<file path="src/rtl/fifo_pkg.sv">
// fifo_pkg: shared definitions for the sync_fifo_prog slice.
//   DEF_DATA_WIDTH / DEF_DEPTH : default word width and number of entries
//   occ_width()                : width of an occupancy counter for a given depth
//   fifo_status_t              : bundle of the FIFO status flags
package fifo_pkg;

  localparam int DEF_DATA_WIDTH = 16;
  localparam int DEF_DEPTH      = 8;

  // Occupancy must represent 0..DEPTH inclusive, so it needs one bit more
  // than the pointer.
  function automatic int occ_width(input int depth);
    return $clog2(depth) + 1;
  endfunction

  typedef struct packed {
    logic full;
    logic empty;
    logic almostfull;
    logic almostempty;
    logic overflow;
    logic underflow;
  } fifo_status_t;

endpackage

</file>
<file path="src/rtl/sync_fifo_prog_if.sv">
// sync_fifo_prog_if: producer/consumer handshake and status bundle of the FIFO.
//   master : the user side (drives requests, data, thresholds, err_clr)
//   slave  : the FIFO side (drives read data, acks, errors, count, flags)
// Clock and reset are not part of the bundle.
interface sync_fifo_prog_if #(
  parameter int DATA_WIDTH = 16,
  parameter int DEPTH      = 8
);
  localparam int AW = $clog2(DEPTH);

  logic                  wr_en;
  logic [DATA_WIDTH-1:0] data_in;
  logic                  rd_en;
  logic [DATA_WIDTH-1:0] data_out;
  logic                  rd_valid;
  logic                  wr_ack;
  logic                  overflow;
  logic                  underflow;
  logic                  ovf_sticky;
  logic                  udf_sticky;
  logic                  err_clr;
  logic [AW:0]           af_thresh;
  logic [AW:0]           ae_thresh;
  logic [AW:0]           count;
  logic                  full;
  logic                  empty;
  logic                  almostfull;
  logic                  almostempty;

  modport master (
    output wr_en, data_in, rd_en, err_clr, af_thresh, ae_thresh,
    input  data_out, rd_valid, wr_ack, overflow, underflow, ovf_sticky,
           udf_sticky, count, full, empty, almostfull, almostempty
  );

  modport slave (
    input  wr_en, data_in, rd_en, err_clr, af_thresh, ae_thresh,
    output data_out, rd_valid, wr_ack, overflow, underflow, ovf_sticky,
           udf_sticky, count, full, empty, almostfull, almostempty
  );
endinterface

</file>
<file path="src/rtl/fifo_mem.sv">
// fifo_mem: simple dual-port storage, one synchronous write port and one
// asynchronous read port. Contents are not reset.
//   clk     : write clock
//   i_we    : write enable
//   i_waddr : write address
//   i_wdata : write data
//   i_raddr : read address
//   o_rdata : read data (combinational from i_raddr)
module fifo_mem #(
  parameter int DATA_WIDTH = 16,
  parameter int DEPTH      = 8,
  localparam int AW        = $clog2(DEPTH)
) (
  input  logic                  clk,
  input  logic                  i_we,
  input  logic [AW-1:0]         i_waddr,
  input  logic [DATA_WIDTH-1:0] i_wdata,
  input  logic [AW-1:0]         i_raddr,
  output logic [DATA_WIDTH-1:0] o_rdata
);

  logic [DATA_WIDTH-1:0] r_mem [DEPTH];

  always_ff @(posedge clk) begin
    if (i_we) r_mem[i_waddr] <= i_wdata;
  end

  assign o_rdata = r_mem[i_raddr];

endmodule

</file>
<file path="src/rtl/sync_fifo_prog.sv">
// sync_fifo_prog: parametrised single-clock FIFO with programmable
// almost-full/almost-empty thresholds, occupancy count, one-cycle
// ack/overflow/underflow pulses and sticky error flags.
//   clk   : clock, rising edge
//   rst_n : asynchronous active-low reset
//   bus   : sync_fifo_prog_if.slave (requests, data, thresholds, status)
// Build option: define FIFO_FWFT_EN for first-word-fall-through reads
// (data_out shows the head word combinationally, rd_valid = !empty).
// Without it, data_out/rd_valid are registered one cycle after a pop.
module sync_fifo_prog
  import fifo_pkg::*;
#(
  parameter int DATA_WIDTH = DEF_DATA_WIDTH,
  parameter int DEPTH      = DEF_DEPTH
) (
  input logic            clk,
  input logic            rst_n,
  sync_fifo_prog_if.slave bus
);

  localparam int AW = $clog2(DEPTH);
  localparam int CW = occ_width(DEPTH);
  localparam logic [CW-1:0] FULL_CNT = CW'(DEPTH);

  logic [AW-1:0]         r_wr_ptr;
  logic [AW-1:0]         r_rd_ptr;
  logic [CW-1:0]         r_count;
  logic                  r_wr_ack;
  logic                  r_ovf;
  logic                  r_udf;
  logic                  r_ovf_sticky;
  logic                  r_udf_sticky;
  logic                  w_rd_acc;
  logic                  w_wr_acc;
  logic [DATA_WIDTH-1:0] w_mem_rd;
  fifo_status_t          w_status;

  // A write into a full FIFO still goes through when a read frees a slot
  // on the same edge.
  assign w_rd_acc = bus.rd_en && (r_count != '0);
  assign w_wr_acc = bus.wr_en && ((r_count < FULL_CNT) || w_rd_acc);

  fifo_mem #(
    .DATA_WIDTH (DATA_WIDTH),
    .DEPTH      (DEPTH)
  ) u_mem (
    .clk     (clk),
    .i_we    (w_wr_acc),
    .i_waddr (r_wr_ptr),
    .i_wdata (bus.data_in),
    .i_raddr (r_rd_ptr),
    .o_rdata (w_mem_rd)
  );

  always_ff @(posedge clk or negedge rst_n) begin
    if (!rst_n) begin
      r_wr_ptr     <= '0;
      r_rd_ptr     <= '0;
      r_count      <= '0;
      r_wr_ack     <= 1'b0;
      r_ovf        <= 1'b0;
      r_udf        <= 1'b0;
      r_ovf_sticky <= 1'b0;
      r_udf_sticky <= 1'b0;
    end else begin
      if (w_wr_acc) r_wr_ptr <= r_wr_ptr + 1'b1;
      if (w_rd_acc) r_rd_ptr <= r_rd_ptr + 1'b1;
      if (w_wr_acc && !w_rd_acc)      r_count <= r_count + 1'b1;
      else if (!w_wr_acc && w_rd_acc) r_count <= r_count - 1'b1;
      r_wr_ack <= w_wr_acc;
      r_ovf    <= bus.wr_en && !w_wr_acc;
      r_udf    <= bus.rd_en && !w_rd_acc;
      // A new error on the clearing edge must not be lost: set beats clear.
      if (bus.wr_en && !w_wr_acc) r_ovf_sticky <= 1'b1;
      else if (bus.err_clr)       r_ovf_sticky <= 1'b0;
      if (bus.rd_en && !w_rd_acc) r_udf_sticky <= 1'b1;
      else if (bus.err_clr)       r_udf_sticky <= 1'b0;
    end
  end

  always_comb begin
    w_status             = '0;
    w_status.full        = (r_count == FULL_CNT);
    w_status.empty       = (r_count == '0);
    w_status.almostfull  = (r_count >= bus.af_thresh);
    w_status.almostempty = (r_count <= bus.ae_thresh);
    w_status.overflow    = r_ovf;
    w_status.underflow   = r_udf;
  end

  assign bus.full        = w_status.full;
  assign bus.empty       = w_status.empty;
  assign bus.almostfull  = w_status.almostfull;
  assign bus.almostempty = w_status.almostempty;
  assign bus.overflow    = w_status.overflow;
  assign bus.underflow   = w_status.underflow;
  assign bus.wr_ack      = r_wr_ack;
  assign bus.ovf_sticky  = r_ovf_sticky;
  assign bus.udf_sticky  = r_udf_sticky;
  assign bus.count       = r_count;

`ifdef FIFO_FWFT_EN
  // Head word is always on display; rd_en only retires it.
  assign bus.data_out = w_mem_rd;
  assign bus.rd_valid = !w_status.empty;
`else
  logic [DATA_WIDTH-1:0] r_dout;
  logic                  r_rd_valid;

  always_ff @(posedge clk or negedge rst_n) begin
    if (!rst_n) begin
      r_dout     <= '0;
      r_rd_valid <= 1'b0;
    end else begin
      r_rd_valid <= w_rd_acc;
      if (w_rd_acc) r_dout <= w_mem_rd;
    end
  end

  assign bus.data_out = r_dout;
  assign bus.rd_valid = r_rd_valid;
`endif

endmodule

</file>
<file path="src/flat_wrapper.sv">
// flat-port wrapper written by rule: the top's interface ports become plain ports
module sync_fifo_prog_flat import fifo_pkg::*;
#(
  parameter int DATA_WIDTH = DEF_DATA_WIDTH,
  parameter int DEPTH      = DEF_DEPTH
)
  (clk, rst_n, bus_wr_en, bus_data_in, bus_rd_en, bus_err_clr, bus_af_thresh, bus_ae_thresh, bus_data_out, bus_rd_valid, bus_wr_ack, bus_overflow, bus_underflow, bus_ovf_sticky, bus_udf_sticky, bus_count, bus_full, bus_empty, bus_almostfull, bus_almostempty);
  sync_fifo_prog_if #(.DATA_WIDTH(DATA_WIDTH), .DEPTH(DEPTH)) bus_i ();
  input logic clk;
  input logic rst_n;
  input wire logic [$bits(bus_i.wr_en)-1:0] bus_wr_en;
  input wire logic [$bits(bus_i.data_in)-1:0] bus_data_in;
  input wire logic [$bits(bus_i.rd_en)-1:0] bus_rd_en;
  input wire logic [$bits(bus_i.err_clr)-1:0] bus_err_clr;
  input wire logic [$bits(bus_i.af_thresh)-1:0] bus_af_thresh;
  input wire logic [$bits(bus_i.ae_thresh)-1:0] bus_ae_thresh;
  output wire logic [$bits(bus_i.data_out)-1:0] bus_data_out;
  output wire logic [$bits(bus_i.rd_valid)-1:0] bus_rd_valid;
  output wire logic [$bits(bus_i.wr_ack)-1:0] bus_wr_ack;
  output wire logic [$bits(bus_i.overflow)-1:0] bus_overflow;
  output wire logic [$bits(bus_i.underflow)-1:0] bus_underflow;
  output wire logic [$bits(bus_i.ovf_sticky)-1:0] bus_ovf_sticky;
  output wire logic [$bits(bus_i.udf_sticky)-1:0] bus_udf_sticky;
  output wire logic [$bits(bus_i.count)-1:0] bus_count;
  output wire logic [$bits(bus_i.full)-1:0] bus_full;
  output wire logic [$bits(bus_i.empty)-1:0] bus_empty;
  output wire logic [$bits(bus_i.almostfull)-1:0] bus_almostfull;
  output wire logic [$bits(bus_i.almostempty)-1:0] bus_almostempty;
  assign bus_i.wr_en = bus_wr_en;
  assign bus_i.data_in = bus_data_in;
  assign bus_i.rd_en = bus_rd_en;
  assign bus_i.err_clr = bus_err_clr;
  assign bus_i.af_thresh = bus_af_thresh;
  assign bus_i.ae_thresh = bus_ae_thresh;
  assign bus_data_out = bus_i.data_out;
  assign bus_rd_valid = bus_i.rd_valid;
  assign bus_wr_ack = bus_i.wr_ack;
  assign bus_overflow = bus_i.overflow;
  assign bus_underflow = bus_i.underflow;
  assign bus_ovf_sticky = bus_i.ovf_sticky;
  assign bus_udf_sticky = bus_i.udf_sticky;
  assign bus_count = bus_i.count;
  assign bus_full = bus_i.full;
  assign bus_empty = bus_i.empty;
  assign bus_almostfull = bus_i.almostfull;
  assign bus_almostempty = bus_i.almostempty;
  sync_fifo_prog #(.DATA_WIDTH(DATA_WIDTH), .DEPTH(DEPTH)) u_core (.clk(clk), .rst_n(rst_n), .bus(bus_i));
endmodule
</file>
<file path="config.mk">
export PLATFORM = sky130hd
export DESIGN_NAME = sync_fifo_prog_flat
export DESIGN_NICKNAME = d
export VERILOG_FILES = /design/src/rtl/fifo_pkg.sv /design/src/rtl/sync_fifo_prog_if.sv /design/src/rtl/fifo_mem.sv /design/src/rtl/sync_fifo_prog.sv /design/src/flat_wrapper.sv
export SDC_FILE = /design/constraint.sdc
export NUM_CORES = 1
export LEC_CHECK = 0
export ABC_AREA = 1
export CAP_MARGIN = 30
export CORE_MARGIN = 5
export CORE_UTILIZATION = 33
export DETAILED_ROUTE_END_ITERATION = 12
export GPL_TIMING_DRIVEN = 0
export HOLD_SLACK_MARGIN = 0.1
export SLEW_MARGIN = 10
export SYNTH_ARGS = -nofsm -noshare
export SYNTH_HDL_FRONTEND = slang
export SYNTH_SLANG_ARGS = --single-unit
</file>
<file path="constraint.sdc">
create_clock -name clk -period 2.4 [get_ports clk]
set_input_delay 0.24 -clock clk [delete_from_list [all_inputs] [get_ports clk]]
set_output_delay 0.24 -clock clk [all_outputs]
set_load 0.05 [all_outputs]
</file>
==> results.yml <==
cts:
  root_buffer: "clkbuf_16"
  clkTransAtPathRegs_ns: 0.06
  worstSkewPairLatency_ns: 0.43
  cts_tree: "yes"
  h-tree-depth: 4
  cts.sinks: 160
  cts_inserted_buffers: 17
  clock_path_buffers: 2
routing:
  firstDrtPassIters: 5
  wl_per_cell_um: 16.2
  wl_um: 17300
  antenna_left: 0
  drt-initial-drc-count: 335
  avgViaCountPerCell: 4.52
  num_vias: 4842
  post-route-drc-count: 0
yosys:
  synth-seq-cells: 160
  syn-num-nets: 731
  synth_cell_type_count: 25
  syn-instance-count: 688
  ys_seq_area_share_pct: 66.4
  synth_warnings: 0
  syn_area_mm2: 0.00699
  syn_area_per_cell_um2: 10.2
placement:
  place_hpwl_um: 11500
  io_buffers: 58
  place_inst: 1030
  gp_congestion: 0.750
sta:
  setup_violations: 0
  skew_ns: 0.0105
  fin_tns_setup_ns: 0
  max_slew_margin_pct: 54.9
  worstMarginPinSlew_ns: 0.676
  slew_viol_final: 0
  fmax_ghz: 0.430
  period_share_pct: 96.9
  fin_crit_ns: 2.32
  hold_viol: 0
floorplanning:
  die_w_um: 156
  start_util_pct: 33.4
  core_area_mm2: 0.0210
  row_count: 53
  ios: 59
  dieHeight_um: 156
  die_area_mm2: 0.0242
finish:
  num-fill-cells: 2022
  drive_gt1_share_pct: 11.8
  nets: 826
  synthToLayoutAreaGrowth_pct: 25.3
  insertedDiodeCount: 0
  fin_cells: 1071
critical_path:
  crit_path_end_kind: "output pin"
  path_buf_inv: 3
  path_max_fanout: 4
  cp_slowest_cell: "clkdlybuf4s15_1"
  crit_arrival_ns: 2.08
  r2r_slack_ns: 0.18
  crit_chain: "buf_4 > ha_1 > inv_1 > nor2_1 > o211ai_1 > nand3_1 > clkdlybuf4s15_1"
  crit_path_start_kind: "register"
  cpPeakStageDelay_ns: 0.45
  worstSetupPathType: "reg -> out"
  required_ns: 2.16
  path_delay_family: "buffers and inverters"
grt:
  grt_pass1_wl_um: 26900
  antenna_found_initial: 0
  overflow: 0
  grt_pass1_vias: 4752
  grt_max_degree: 31
  grt_usage_pct: 14.8
power:
  power_density_mw_per_mm2: 1270
  leakage_nw: 3.89
  peakVddDrop_mv: 0.724
  total_power_mw: 11.1
run:
  maxCapViolCount: 0
worst_hold_path:
  hold_class: "in -> async"
outcome:
  outcome: "finished clean"
worst reg2reg max path, cell delays in order (launching register included):
cell,delay [ns]
dfrtp_2,0.43
nor2_2,0.12
nand3_2,0.10
nand2_4,0.12
nand2_4,0.08
nand2_4,0.07
inv_1,0.06
ha_1,0.22
inv_2,0.09
ha_1,0.26
or2_2,0.31
nand2_1,0.07
nand3_1,0.06
nand2_1,0.06
nand2_1,0.05
nand2_1,0.05
metal layers:
metal | track usage (%) | wire (µm) | up-vias
met3 | 3.66 | 895 | 29
met5 | 0 | 0 | -
met4 | 5.92 | 394 | 0
li1 | - | - | 2396
met1 | 19.8 | 8010 | 2269
met2 | 23.1 | 8050 | 148
placed cells by master, fill, tap and decap left out, drive strengths merged, types with 2 or more instances in the layout:
| master | instances |
|---|---|
| clkdlybuf4s50 | 54 |
| nand2 | 226 |
| xnor2 | 2 |
| dfrtp | 32 |
| xor2 | 2 |
| o21ai | 6 |
| edfxtp | 128 |
| clkinv | 4 |
| buf | 42 |
| a21oi | 3 |
| inv | 127 |
| clkbuf | 25 |
| nand3 | 107 |
| nor2 | 12 |
| ha | 13 |
| bufinv | 2 |
| clkinvlp | 2 |
sequential cells by signal (all words and copies together), names as in the netlist:
register               count
u_core.bus.rd_valid        1
u_core.bus.udf_sticky      1
u_core.bus.count           4
u_core.bus.ovf_sticky      1
u_core.r_wr_ptr            3
u_core.bus.data_out       16
u_core.bus.underflow       1
u_core.u_mem.r_mem       128
u_core.r_rd_ptr            3
u_core.bus.wr_ack          1
u_core.bus.overflow        1
power by group:
| group | switching, mW | internal (mW) | leakage [nW] |
|---|---|---|---|
| registers | 0.224 | 3.54 | 1.55 |
| clock network | 1.12 | 1.55 | 0.280 |
| logic | 3.19 | 1.50 | 2.06 |
per-stage QoR:
step                      utilization, %  hold WS [ns]  setup WS [ns]  area (µm²)
after floorplan                        -       -0.0556         0.0331        7000
final                               41.8         0.152         0.0752        8760
after detailed placement            38.5        0.0525         -0.160        8070
after CTS                           41.6         0.136        0.00885        8710
after global placement              37.8         0.462         -0.678        7920
after global routing                41.8         0.142        -0.0149        8760
path summary, 6_finish.rpt:
kind	startpoint	end	cells past startpoint
worst max-delay path	u_core.bus.count[1]	bus_almostfull	7
max in group asynchronous	rst_n	u_core.bus.count[1]	3
worst min-delay path	rst_n	u_core.bus.data_out[0]	2
min in group clk	bus_err_clr	u_core.bus.ovf_sticky	2
worst max register to register	u_core.bus.count[1]	u_core.bus.count[3]	15
worst min register to register	u_core.bus.data_out[15]	u_core.bus.data_out[15]	2
cells in the mapped netlist:
cell	count	area [µm²]
ha_1	13	163
buf_4	5	37.5
a21oi_1	3	15.0
nand2_1	225	845
nand3b_2	1	11.3
inv_1	120	450
xor2_1	2	17.5
clkbuf_1	5	18.8
o211ai_1	1	7.51
dfrtp_1	32	801
clkinv_1	1	3.75
o21ai_1	1	5.00
xnor2_1	2	17.5
buf_2	18	90.1
nor4_1	1	6.26
or2_2	1	6.26
edfxtp_1	128	3840
inv_2	1	3.75
nand2_2	1	6.26
nand3_1	107	536
nand4_1	1	6.26
o21ai_0	5	25.0
nor2_1	12	45.0
buf_6	1	11.3
fa_1	1	20.0
area by class of cell:
cell class,instances,area (µm²),share of cell area [%]
flip-flops and latches,160,4650,53.1
inverters,122,458,5.23
plain buffers,28,159,1.81
well taps,275,344,3.93
clock buffers,19,433,4.94
clock inverters,13,150,1.71
multi-input cells,377,1780,20.3
repair buffers,77,787,8.98
cell families after synthesis:
group                    after synthesis  share of synthesized area, %
AND/OR/NAND/NOR                      349                          20.9
flip-flops                           160                          66.4
buffers and inverters                151                          8.80
adder cells (fa/ha/maj)               14                          2.61
AO/OA/AOI/OAI                         10                         0.751
XOR/XNOR                               4                         0.501
timing repair:
action,in CTS,in global routing
resized for setup,6,11
buffers inserted,6,3
hold buffers,1,0
endpoints found under the setup margin,3,4
hold endpoints to repair,32,0
pin swaps,0,1
Note: power is estimated with default switching activity, not from simulation.
==> RTL edit 1 (config.mk and constraints unchanged) <==
Add a define of `FIFO_FWFT_EN`.
--- a/src/rtl/sync_fifo_prog.sv
+++ b/src/rtl/sync_fifo_prog.sv
@@ -9,2 +9,4 @@
 // Without it, data_out/rd_valid are registered one cycle after a pop.
+`define FIFO_FWFT_EN
+
 module sync_fifo_prog
Check against the original RTL: not equivalent (Yosys sat finds a counterexample within 4 cycles, from zero or initial values and one cycle with rst_n low).
==> RTL edit 1 against the unedited design <==
  * Design area down 11%
  * Setup slack better by 0.044 ns
  * Global-route usage down 0.74 points
  * Total power down 1.3%
  * Area after synthesis down 11%
  * Wire length down 15%
  * Largest power group unchanged
  * Highest routed layer unchanged
  * Sequential cell count down 17
  * Synthesized cell count down 19%
==> RTL edit 1: results (changes against the unedited design) <==
outcome=complete, no violations; area post-placement=7200 µm² (-11%); GRT Overall Usage=0.140 (-0.00745); switching power total=4.69 mW (+3.4%); DR iter-0 viols=407 (+21%); top post-synthesis cells by area=edfxtp_1 62%, nor2_1 8.7%, nand2_1 6.5%, dfrtp_1 6.1%, o21ai_1 4.1%; Adder-Cell Fraction of Synth Area=0.0295 (+0.00337); end of the critical path=bus_empty; post-synthesis xor/xnor area fraction=0.00990 (+0.00489); R2R cell count=17 (+2); Slew HR=0.532 (-0.0171); Final nets=684 (-17%); critical path arrival=2.04 ns (-0.04 ns); gp weighted congestion=0.750 (about the same); pin count of the biggest net entering global routing=17 (-45%); layout cells sized above 1=0.150 (+0.0320); complex-gate fraction of the synthesized area=0.0606 (+0.0531); critical path peak fanout=6 (+2); Gate Count Post-Synth=556 (-19%); drt via density=4.79 (+6.1%); ys async rst share=0.105 (-0.0951); Synth cell types=27 (+8.0%); first-pass GRT wire length=23.2 mm (-13%); DRT Wirelength=14.8 mm (-15%); dpl cells=856 (-17%); Post-CTS Resized=51 (+45); Setup Skew=0.00679 ns (-0.00372 ns); dpl ws=-0.0813 ns (+0.0783 ns); reg2reg start=u_core.bus.count[3]
[RTL edit 1: metrics by stage]
stage	hold slack [ns]	TNS, ns
6_report	0.246	0
2_1_floorplan	-0.0556	0
4_1_cts	0.248	0
3_3_place_gp	0.521	-49.70
3_5_place_dp	0.526	-0.121
5_1_grt	0.307	0
[RTL edit 1: area by class of cell]
type                       instances  area, µm²  area share
buffer                            26        213      0.0273
clock buffer                      22        444      0.0571
clock inverter                     9       93.8      0.0121
inverter                          24       91.3      0.0117
multi-input combinational        363       1750       0.225
sequential                       143       4220       0.543
tap                              234        293      0.0376
timing repair buffer              66        666      0.0856
[RTL edit 1: metal layers]
metal	track usage	wire length, µm
met5	0	0
met4	0.0419	227
met3	0.0386	919
met2	0.237	7270
met1	0.177	6370
[RTL edit 1: worst max-delay path, stage by stage (launching register included)]
cell	delay (ns)
dfrtp_2	0.43
buf_6	0.16
nor2_4	0.09
nand2_4	0.09
inv_1	0.06
clkdlybuf4s50_1	0.79
==> RTL edit 2 (same settings) <==
Made on the original files. Reset style: synchronous (`rst_n`), changed in 2 clocked blocks. Comments in the files are not updated.
--- a/src/rtl/sync_fifo_prog.sv
+++ b/src/rtl/sync_fifo_prog.sv
@@ -54,3 +54,3 @@
 
-  always_ff @(posedge clk or negedge rst_n) begin
+  always_ff @(posedge clk) begin
     if (!rst_n) begin
@@ -109,3 +109,3 @@
 
-  always_ff @(posedge clk or negedge rst_n) begin
+  always_ff @(posedge clk) begin
     if (!rst_n) begin
Behaviour: differs if rst_n is asserted again (counterexample within 4 cycles, from zero or initial values and one cycle with rst_n low); with rst_n held inactive, the same outputs for 10 cycles.
==> RTL edit 2 against the unedited design <==
  * Clock skew rose by 0.0038 ns
  * Sequential cell count unchanged
  * Area after synthesis decreased by 1.0%
  * Core utilization down 0.44 points
  * Setup slack improved by 0.043 ns
  * Count of clock-buffer cells in the layout did not move
  * Design area decreased by 1.7%
  * Total power shrank 19%
  * Worst hold slack gained 0.31 ns
  * Via count grew 0.62%
  * Wire length fell by 3.0%
  * Maximum frequency rose by 1.9%
  * Critical path type unchanged
==> RTL edit 2: results (changes against the unedited design) <==
CP max stage delay=0.87 ns (+0.42 ns); Final nets=828 (+0.24%); wire length on met1=7.52 mm (-6.1%); GR met1 Demand/Resource=0.191 (-0.00724); sequential fraction of the synthesis area=0.648 (-0.0162); met3 global-route usage=0.0392 (+0.00256); Synth Warn #=0 (unchanged); dpl ws=-0.178 ns (-0.0184 ns); largest reg by FF count=u_core.u_mem.r_mem; DR iter-0 viols=370 (+10%); uppermost layer routed=met4; worst slew pin tran=0.910 ns (+0.233 ns); Crit-path slowest cell=clkdlybuf4s50_1; grt met2 use=0.230 (-0.000891); number of global-route vias before repair=4584 (-3.5%); met3 WL post-DR=1.19 mm (+33%); Post-synth EDFFs=128 (unchanged); DPL Wire Length=11.4 mm (-0.40%); critical path arrival=2.04 ns (-0.04 ns); DRT Wirelength=16.8 mm (-3.0%); max reg flops=128 (unchanged); Post-synth top cells=196 x nand2_1, 128 x edfxtp_1, 117 x inv_1; Worst-path clk slew=0.06 ns (about the same); first-pass GRT wire length=25.8 mm (-3.8%); outcome=complete, no violations; met2 WL=7.93 mm (-1.5%); layout cells sized above 1=0.123 (+0.00472); worst vdd ir=0.633 mV (-13%); pin count of the biggest net entering global routing=17 (-45%); Min-Delay Path Class=reg2reg; switching power total=3.29 mW (-27%); leak pwr=3.62 nW (-7.0%); Synth cell types=28 (+12%); ys async rst share=0 (-0.200); Logic pwr share=0.335 (-0.086); top post-synthesis cells by area=edfxtp_1 56%, nand2_1 11%, dfxtp_1 9.3%, nand3_1 7.2%, inv_1 6.3%; Post-Syn Nets=735 (+0.55%); gp weighted congestion=0.779 (+3.9%); drt via density=4.54 (+0.43%); GRT Overall Usage=0.143 (-0.00520); Setup Skew=0.0143 ns (+0.00377 ns); FILL cells=2019 (-0.15%); critical path peak fanout=7 (+3); Sw Share=0.364 (-0.0428); sequential power=3.43 mW (-9.0%); Post-DRT Antenna Nets=0 (unchanged); number of port buffers=58 (unchanged)
==> RTL edit 2: layout make-up <==
type | instances | area, µm² | share of cell area
Sequential cell | 160 | 4490 | 0.521
Multi-Input combinational cell | 381 | 1830 | 0.213
Timing Repair Buffer | 74 | 739 | 0.0859
Inverter | 122 | 459 | 0.0533
Clock buffer | 19 | 443 | 0.0514
Tap cell | 275 | 344 | 0.0399
Buffer | 29 | 180 | 0.0209
Clock inverter | 13 | 123 | 0.0142
==> RTL edit 2: final timing paths <==
path | cells after the start | endpoint | slack, ns | startpoint
max | 3 | bus_full | 0.12 | u_core.bus.count[3]
min | 2 | u_core.bus.data_out[8] | 0.46 | u_core.bus.data_out[8]
max reg2reg | 15 | u_core.bus.count[3] | 0.20 | u_core.bus.count[1]
min reg2reg | 2 | u_core.bus.data_out[8] | 0.46 | u_core.bus.data_out[8]
==> RTL edit 2: cells by family after synthesis <==
family          count (synthesis)  synth area share
compound gates                 37            0.0278
xor+xnor                        2           0.00253
fa+ha+maj                      14            0.0264
buf+inv                       151            0.0924
flops                         160             0.648
simple gates                  328             0.203
==> RTL edit 2: worst max-delay path: cells and delay by family (launching register included) <==
family | cells | cell delay [ns]
flops | 1 | 0.41
buf+inv | 2 | 0.93
simple gates | 1 | 0.28
==> RTL edit 2: stage by stage <==
stage,instance area [µm²],cells
3_3_place_gp,7850,1025
2_1_floorplan,6920,692
3_5_place_dp,8000,1036
4_1_cts,8580,1070
5_1_grt,8610,1073
6_report,8610,1073
==> RTL edit 2: timing repair <==
item,CTS,global route
setup buffers,2,3
resized for setup,2,4
cloned,0,0
setup endpoints to repair,3,11
pin swaps,1,1
